### src/rtl/irq_entry_sequencer.sv
// Interrupt entry/return sequencer for the pipelined CPU: captures EPC, drains the
// pipe, redirects fetch to the handler, and on eret redirects back to EPC.
module irq_entry_sequencer #(
  parameter logic [31:0] HANDLER_ADDR = 32'h0000_0004,
  parameter int unsigned DRAIN_CYCLES = 3
) (
  input  logic        clk_in,
  input  logic        reset,
  input  logic        interupt,
  input  logic        int_enable,
  input  logic        eret,
  input  logic        id_valid,
  input  logic [31:0] id_pc,
  output logic        stall_if,
  output logic        flush_id,
  output logic        pc_redirect,
  output logic [31:0] redirect_pc,
  output logic [31:0] epc,
  output logic        in_handler,
  output logic        int_ack
);

  typedef enum logic [2:0] {
    ST_IDLE,
    ST_DRAIN,
    ST_ENTER,
    ST_HANDLER,
    ST_RETURN
  } state_t;

  localparam logic [3:0] CNT_INIT = 4'(DRAIN_CYCLES - 1);

  state_t      r_state;
  logic [3:0]  r_cnt;
  logic [31:0] r_epc;
  logic        r_stall_if;
  logic        r_flush_id;
  logic        r_pc_redirect;
  logic [31:0] r_redirect_pc;
  logic        r_in_handler;
  logic        r_int_ack;

  state_t      w_next_state;
  logic [3:0]  w_next_cnt;
  logic [31:0] w_next_epc;

  // NOTE: every always_comb output gets a default first so no path leaves a latch.
  always_comb begin
    w_next_state = r_state;
    w_next_cnt   = r_cnt;
    w_next_epc   = r_epc;
    unique case (r_state)
      ST_IDLE: begin
        // Only a real instruction may become the return point; eret is meaningless here.
        if (interupt && int_enable && id_valid) begin
          w_next_state = ST_DRAIN;
          w_next_cnt   = CNT_INIT;
          w_next_epc   = id_pc;
        end
      end
      ST_DRAIN: begin
        if (r_cnt == 4'd0) begin
          w_next_state = ST_ENTER;
        end else begin
          w_next_cnt = r_cnt - 4'd1;
        end
      end
      ST_ENTER: begin
        w_next_state = ST_HANDLER;
      end
      ST_HANDLER: begin
        if (eret && id_valid) begin
          w_next_state = ST_RETURN;
        end
      end
      ST_RETURN: begin
        // Always pass through IDLE so the instruction at EPC is fetched before re-entry.
        w_next_state = ST_IDLE;
      end
      default: begin
        w_next_state = ST_IDLE;
      end
    endcase
  end

  // Outputs are decoded from the next state and registered, so they are glitch-free
  // and line up with the state they describe.
  // NOTE: sequential state uses non-blocking assignments so all flops update together.
  always_ff @(posedge clk_in) begin
    if (!reset) begin
      r_state       <= ST_IDLE;
      r_cnt         <= 4'd0;
      r_epc         <= 32'd0;
      r_stall_if    <= 1'b0;
      r_flush_id    <= 1'b0;
      r_pc_redirect <= 1'b0;
      r_redirect_pc <= 32'd0;
      r_in_handler  <= 1'b0;
      r_int_ack     <= 1'b0;
    end else begin
      r_state       <= w_next_state;
      r_cnt         <= w_next_cnt;
      r_epc         <= w_next_epc;
      r_stall_if    <= (w_next_state == ST_DRAIN);
      r_flush_id    <= (w_next_state == ST_DRAIN) || (w_next_state == ST_ENTER) ||
                       (w_next_state == ST_RETURN);
      r_pc_redirect <= (w_next_state == ST_ENTER) || (w_next_state == ST_RETURN);
      r_in_handler  <= (w_next_state == ST_HANDLER) || (w_next_state == ST_RETURN);
      r_int_ack     <= (w_next_state == ST_ENTER);
      if (w_next_state == ST_ENTER) begin
        r_redirect_pc <= HANDLER_ADDR;
      end else if (w_next_state == ST_RETURN) begin
        r_redirect_pc <= w_next_epc;
      end else begin
        r_redirect_pc <= 32'd0;
      end
    end
  end

  assign stall_if    = r_stall_if;
  assign flush_id    = r_flush_id;
  assign pc_redirect = r_pc_redirect;
  assign redirect_pc = r_redirect_pc;
  assign epc         = r_epc;
  assign in_handler  = r_in_handler;
  assign int_ack     = r_int_ack;

endmodule

### config.mk
export PLATFORM = sky130hd
export DESIGN_NAME = irq_entry_sequencer
export DESIGN_NICKNAME = d
export VERILOG_FILES = /design/src/rtl/irq_entry_sequencer.sv
export SDC_FILE = /design/constraint.sdc
export NUM_CORES = 1
export LEC_CHECK = 0
export CAP_MARGIN = 5
export CORE_MARGIN = 2
export CORE_UTILIZATION = 45
export CTS_CLUSTER_DIAMETER = 120
export DETAILED_ROUTE_END_ITERATION = 7
export GPL_TIMING_DRIVEN = 0
export PLACE_DENSITY = 0.83
export REMOVE_ABC_BUFFERS = 1
export SYNTH_ARGS = -nofsm -noshare
export SYNTH_HDL_FRONTEND = slang
export SYNTH_SLANG_ARGS = --single-unit
### constraint.sdc
create_clock -name clk_in -period 5.1 [get_ports clk_in]
set_clock_uncertainty 0.15 [all_clocks]
set_input_delay 0.765 -clock clk_in [delete_from_list [all_inputs] [get_ports clk_in]]
set_output_delay 0.765 -clock clk_in [all_outputs]
set_load 0.02 [all_outputs]
==> reports/metrics.cfg <==
[run_status]
status=complete, no violations

[sta]
rsz0062_at_grt=no
timing.final.ws_setup_ns=2.07
hold_viol=0
setup_violations=0
setup_tns_ns=0
drv_slew=0
hold_slack_ns=0.339
fin_crit_sh=0.594
worstMarginPinSlew_ns=1.30
fmax_ghz=0.330
slew_headroom=0.130
finalCriticalPeriod_ns=3.03

[floorplanning]
core_um2=5570
die_x_um=80.3
initial_core_util=0.469
rows=27
die-area_um2=6440
chipHeight_um=80.3
io_pins=107

[worst_hold_path]
min-delay-path-class=reg -> reg

[yosys]
synth_cell_types=31
ys_async_sr_fraction=0
synthTopCellsByCount=dfxtp_1, a21oi_1, nand3_1, o21ai_0, a21boi_0
synth_edf_count=0
syn-cell-area_um2=2620
yosysTopAreaCell=dfxtp_1
syn_inst=272
yosysWarningCount=0
synth_flop_cell=dfxtp_1
ys_ff_latch=76
yosysMostFrequentCell=dfxtp_1
synth_top_cell_area_share=0.582
avgSynthCellArea_um2=9.62
ys_seq_area_frac=0.582
ys_top_cells_by_area=dfxtp_1, a21boi_0, a21oi_1, nand3_1, o21ai_0

[clock_tree]
clock-sinks=76
clock_path_buffers=2
cts_tree=yes
hold_buffers=0
cts.clk_slew.worst_paths_ns=0.07
htree_levels=3
cts_made_buffers=9
post_cts_buffers=0
worst_skew_pair.late_latency_ns=0.33
cts_resized=0
cts-root-buf=clkbuf_8

[critical_path]
endpoint_kind=register
worst-r2r-setup-slack_ns=2.64
required_ns=5.18
path_max_fanout=33
critPathKind=in -> reg
worstSetupStartpointType=primary input
arrival_ns=3.10

[cells_and_area]
drive_gt1_frac=0.0507
register_area_um2=1520
area_growth_pct=50.4
fillers=432
multi_input_area_um2=991
final_util=0.706
n_antenna_cell=0
stdcell_area_um2=3930
fin_nets=412

[drt]
first_iter_violations=125
wl_um=6880
ant_nets=0
routed_via_density=5.41
drt_pre_antenna_iters=4
remaining_drc_errors=0
wl_per_cell_um=15.4
vias=2418

[pwr]
vdd_drop_max_v=0.000205
p_leak_nw=1.37
pwr-share-comb=0.115
switching_share=0.233
seq_power_share=0.528
p_sw_uw=271
p_per_area_nw_per_um2=296
pwr-share-clk=0.357
internal-power_uw=892

[place]
numPortBuffers=106
place_congestion=0.774
place_area_um2=3730
place_hpwl_um=4510
post-place-ws_ns=1.21

[global_routing]
grt_pass1_wl_um=10800
grt_max_degree=43
grt-ovfl-total=0
grt_pass1_vias=2358
grt_antenna_before_repair=0
grt_util_all_layers=0.216

[run]
max_cap_viol_count=0

==> routing by layer <==
layer  vias up  track usage  part of all wire
li1       1167            -                 -
met3         8       0.0730             0.064
met2        84        0.369              0.50
met1      1159        0.250              0.43
met5         -            0                 0
met4         0       0.0797             0.013
==> kinds of logic (layout without fill, tap and decap cells) <==
kind of cell             after synthesis  after routing  share of synthesized area
AO/OA/AOI/OAI                        109            109                      0.247
adder cells (fa/ha/maj)                2              2                    0.00956
buffers and inverters                 28            131                     0.0406
flip-flops                            76             76                      0.582
AND/OR/NAND/NOR                       57             57                      0.121
==> power by group through the flow <==
stage               clock network, mW  registers, mW  logic (mW)
floorplan                           0          0.642      0.0419
global placement                    0          0.628       0.127
detailed placement                  0          0.629       0.132
CTS                             0.425          0.615       0.133
global route                    0.453          0.616       0.144
finish                          0.415          0.615       0.134
==> final timing paths <==
path | end | depth (start not counted) | startpoint
hold / removal | redirect_pc[2] | 2 | epc[2]
setup reg to reg | r_cnt[0] | 3 | r_state[0]
hold reg to reg | redirect_pc[2] | 2 | epc[2]
setup / recovery | r_cnt[0] | 4 | id_valid
==> layout by cell type, fill, tap and decap left out, drive strengths merged, types with 2 or more instances in the layout <==
cell type        n
a21oi           35
nor2b            2
clkbuf          11
clkdlybuf4s50  106
nand2            3
nor3b            2
nor2             3
clkinv           2
buf              4
dfxtp           76
ha               2
a21boi          34
o21ai           35
nand3           35
or3b             2
inv              7
==> worst max-delay path, cell delays in order <==
cell and delay, ns:
clkdlybuf4s50_1 0.54, and4b_1 1.10, a22oi_1 0.36, a31o_2 0.33
==> area by class of cell <==
cell class                      count  area share
Sequential cell                    76       0.387
Timing Repair Buffer              110       0.288
Multi-Input combinational cell    168       0.252
Clock buffer                       11      0.0334
Tap cell                           72      0.0229
Clock inverter                      3      0.0102
Inverter                            7     0.00668
==> flip-flops by register name (all words and copies together) (netlist names), 3 cells and up <==
signal and flops:
epc 32, r_cnt 4, r_state 3, redirect_pc 32
==> per-stage QoR <==
step / std cells / total power, mW
3_5_place_dp: 432 / 0.760
6_report: 447 / 1.16
2_1_floorplan: 251 / 0.684
5_1_grt: 447 / 1.21
3_3_place_gp: 429 / 0.755
4_1_cts: 446 / 1.17
No activity file was read; power rests on OpenSTA's default activity.
==> edit (config.mk and constraints unchanged) <==
Put one more register stage on the output `redirect_pc`. The value now appears one clock later. The other outputs are not delayed to match.
--- a/src/rtl/irq_entry_sequencer.sv
+++ b/src/rtl/irq_entry_sequencer.sv
@@ -120,7 +120,9 @@
   assign stall_if    = r_stall_if;
   assign flush_id    = r_flush_id;
   assign pc_redirect = r_pc_redirect;
-  assign redirect_pc = r_redirect_pc;
+  always_ff @(posedge clk_in) begin
+    redirect_pc <= r_redirect_pc;
+  end
   assign epc         = r_epc;
   assign in_handler  = r_in_handler;
   assign int_ack     = r_int_ack;
Check against the original RTL: not equivalent (Yosys sat finds a counterexample within 10 cycles, from zero or initial values and one cycle with reset low).
==> edit against the original RTL <==
Wire length increased by 12%. Design area grew 15%. Total power up 32%. Area after synthesis up 21%. Worst setup slack gained 350 ps. Sequential cell count rose by 32. Clock power grew 28%. Fmax is 13% higher. Largest power group unchanged. Highest routed layer unchanged.
==> edit: results <==
[critical_path]
rrSetupSlack_ps = 2800
worst_path_max_delay_cell = "o21ai_0"
regToRegStartpoint = "r_state[1]"
r2r_end = "r_cnt[3]"
critical_path.max_fanout = 16
crit_arrival_ps = 2750

[cts]
clkLatencyLatePin_ps = 360
path_clk_slew_ps = 100

[min_path]
hold_end = "redirect_pc[19]"

[synthesis]
ys_top_cells_by_count = "108 x dfxtp_1, 67 x a21oi_1, 34 x nand3_1"
yosysSeqAreaShare_pct = 68.4
synth_area_leaders = "dfxtp_1 68%, a21oi_1 11%, nand3_1 5.4%"

[final_layout]
layout-drive-gt1-share_pct = 5.93
nets = 440

[placement]
placed_area_um2 = 4310

[routing]
viasPerCell = 5.25
drt_iter0_markers = 157
routed_wl_mm = 7.69

[global_route]
met1_usage_pct = 23.1
grt_util_met3_pct = 4.81
first_global_vias = 2569
grt_max_degree = 38
grt_pass1_wl_mm = 11.8
track_usage_pct = 19.8
met2_usage_pct = 34.9

[sta]
slew-limit-headroom_pct = 19.3

[power_and_ir_drop]
p_leak_nw = 1.59
p_per_area_nw_per_um2 = 339

[run_status]
status = "finished clean"
-- edit: changes by cell type after synthesis, sizes merged, moves of 2 or more --
cell,delta
a21boi,-34
a31oi,+2
clkbuf,-3
buf,+2
o21a,+2
a21oi,+32
inv,-3
nor2,+2
dfxtp,+32
-- edit: cells by family after synthesis --
| kind of cell | after synthesis | synth area share (%) |
|---|---|---|
| AO/OA/AOI/OAI | 109 | 17.7 |
| flip-flops | 108 | 68.4 |
| buffers and inverters | 24 | 2.93 |
| AND/OR/NAND/NOR | 58 | 10.2 |
| adder cells (fa/ha/maj) | 2 | 0.792 |
-- edit: routing by layer --
| metal | vias to the layer above | wire [um] | part of all wire, % |
|---|---|---|---|
| met5 | - | 0 | 0 |
| met4 | 0 | 102 | 1.3 |
| met1 | 1260 | 3140 | 41 |
| met2 | 102 | 3930 | 51 |
| li1 | 1259 | - | - |
| met3 | 11 | 521 | 6.8 |
-- edit: worst reg2reg max path, delay by kind of cell (launching register included) --
| family | cells | cell delay (ps) |
|---|---|---|
| DFF | 1 | 450 |
| and+or+nand+nor | 1 | 950 |
| AOI/OAI and AO/OA | 2 | 690 |
-- edit: power breakdown --
group | internal (W) | switching, W | total (W)
Combinational | 0.0000628 | 0.0000756 | 0.000138
Sequential | 0.000858 | 0.00000833 | 0.000866
Clock | 0.000245 | 0.000285 | 0.000530
Total | 0.00117 | 0.000369 | 0.00153
-- edit: worst max path at each step --
stage                     startpoint  endpoint  slack [ps]  depth (start not counted)
after floorplan             interupt  stall_if        2830                          3
after global placement      id_valid   int_ack        1400                          4
after detailed placement    id_valid   int_ack        2120                          4
after CTS                   id_valid  r_cnt[3]        2480                          4
after global routing        id_valid  r_cnt[3]        2250                          4
final                       id_valid   int_ack        2420                          4
-- edit: final cells by class --
class | count | area (um2)
Clock buffer | 10 | 138
Clock inverter | 6 | 71.3
Fill cell | 548 | 2270
Inverter | 4 | 15.0
Multi-Input combinational cell | 169 | 913
Sequential cell | 108 | 2160
Tap cell | 96 | 120
Timing Repair Buffer | 108 | 1100
-- edit: stage by stage --
step	hold WS [ps]	setup WS [ps]	util (%)	cells	total power (W)
detailed placement	162	2120	63.5	485	0.00102
floorplan	160	2830	-	281	0.000947
global placement	160	1400	62.8	483	0.00102
global route	191	2250	66.6	501	0.00160
finish	182	2420	66.6	501	0.00153
CTS	184	2480	66.6	501	0.00155
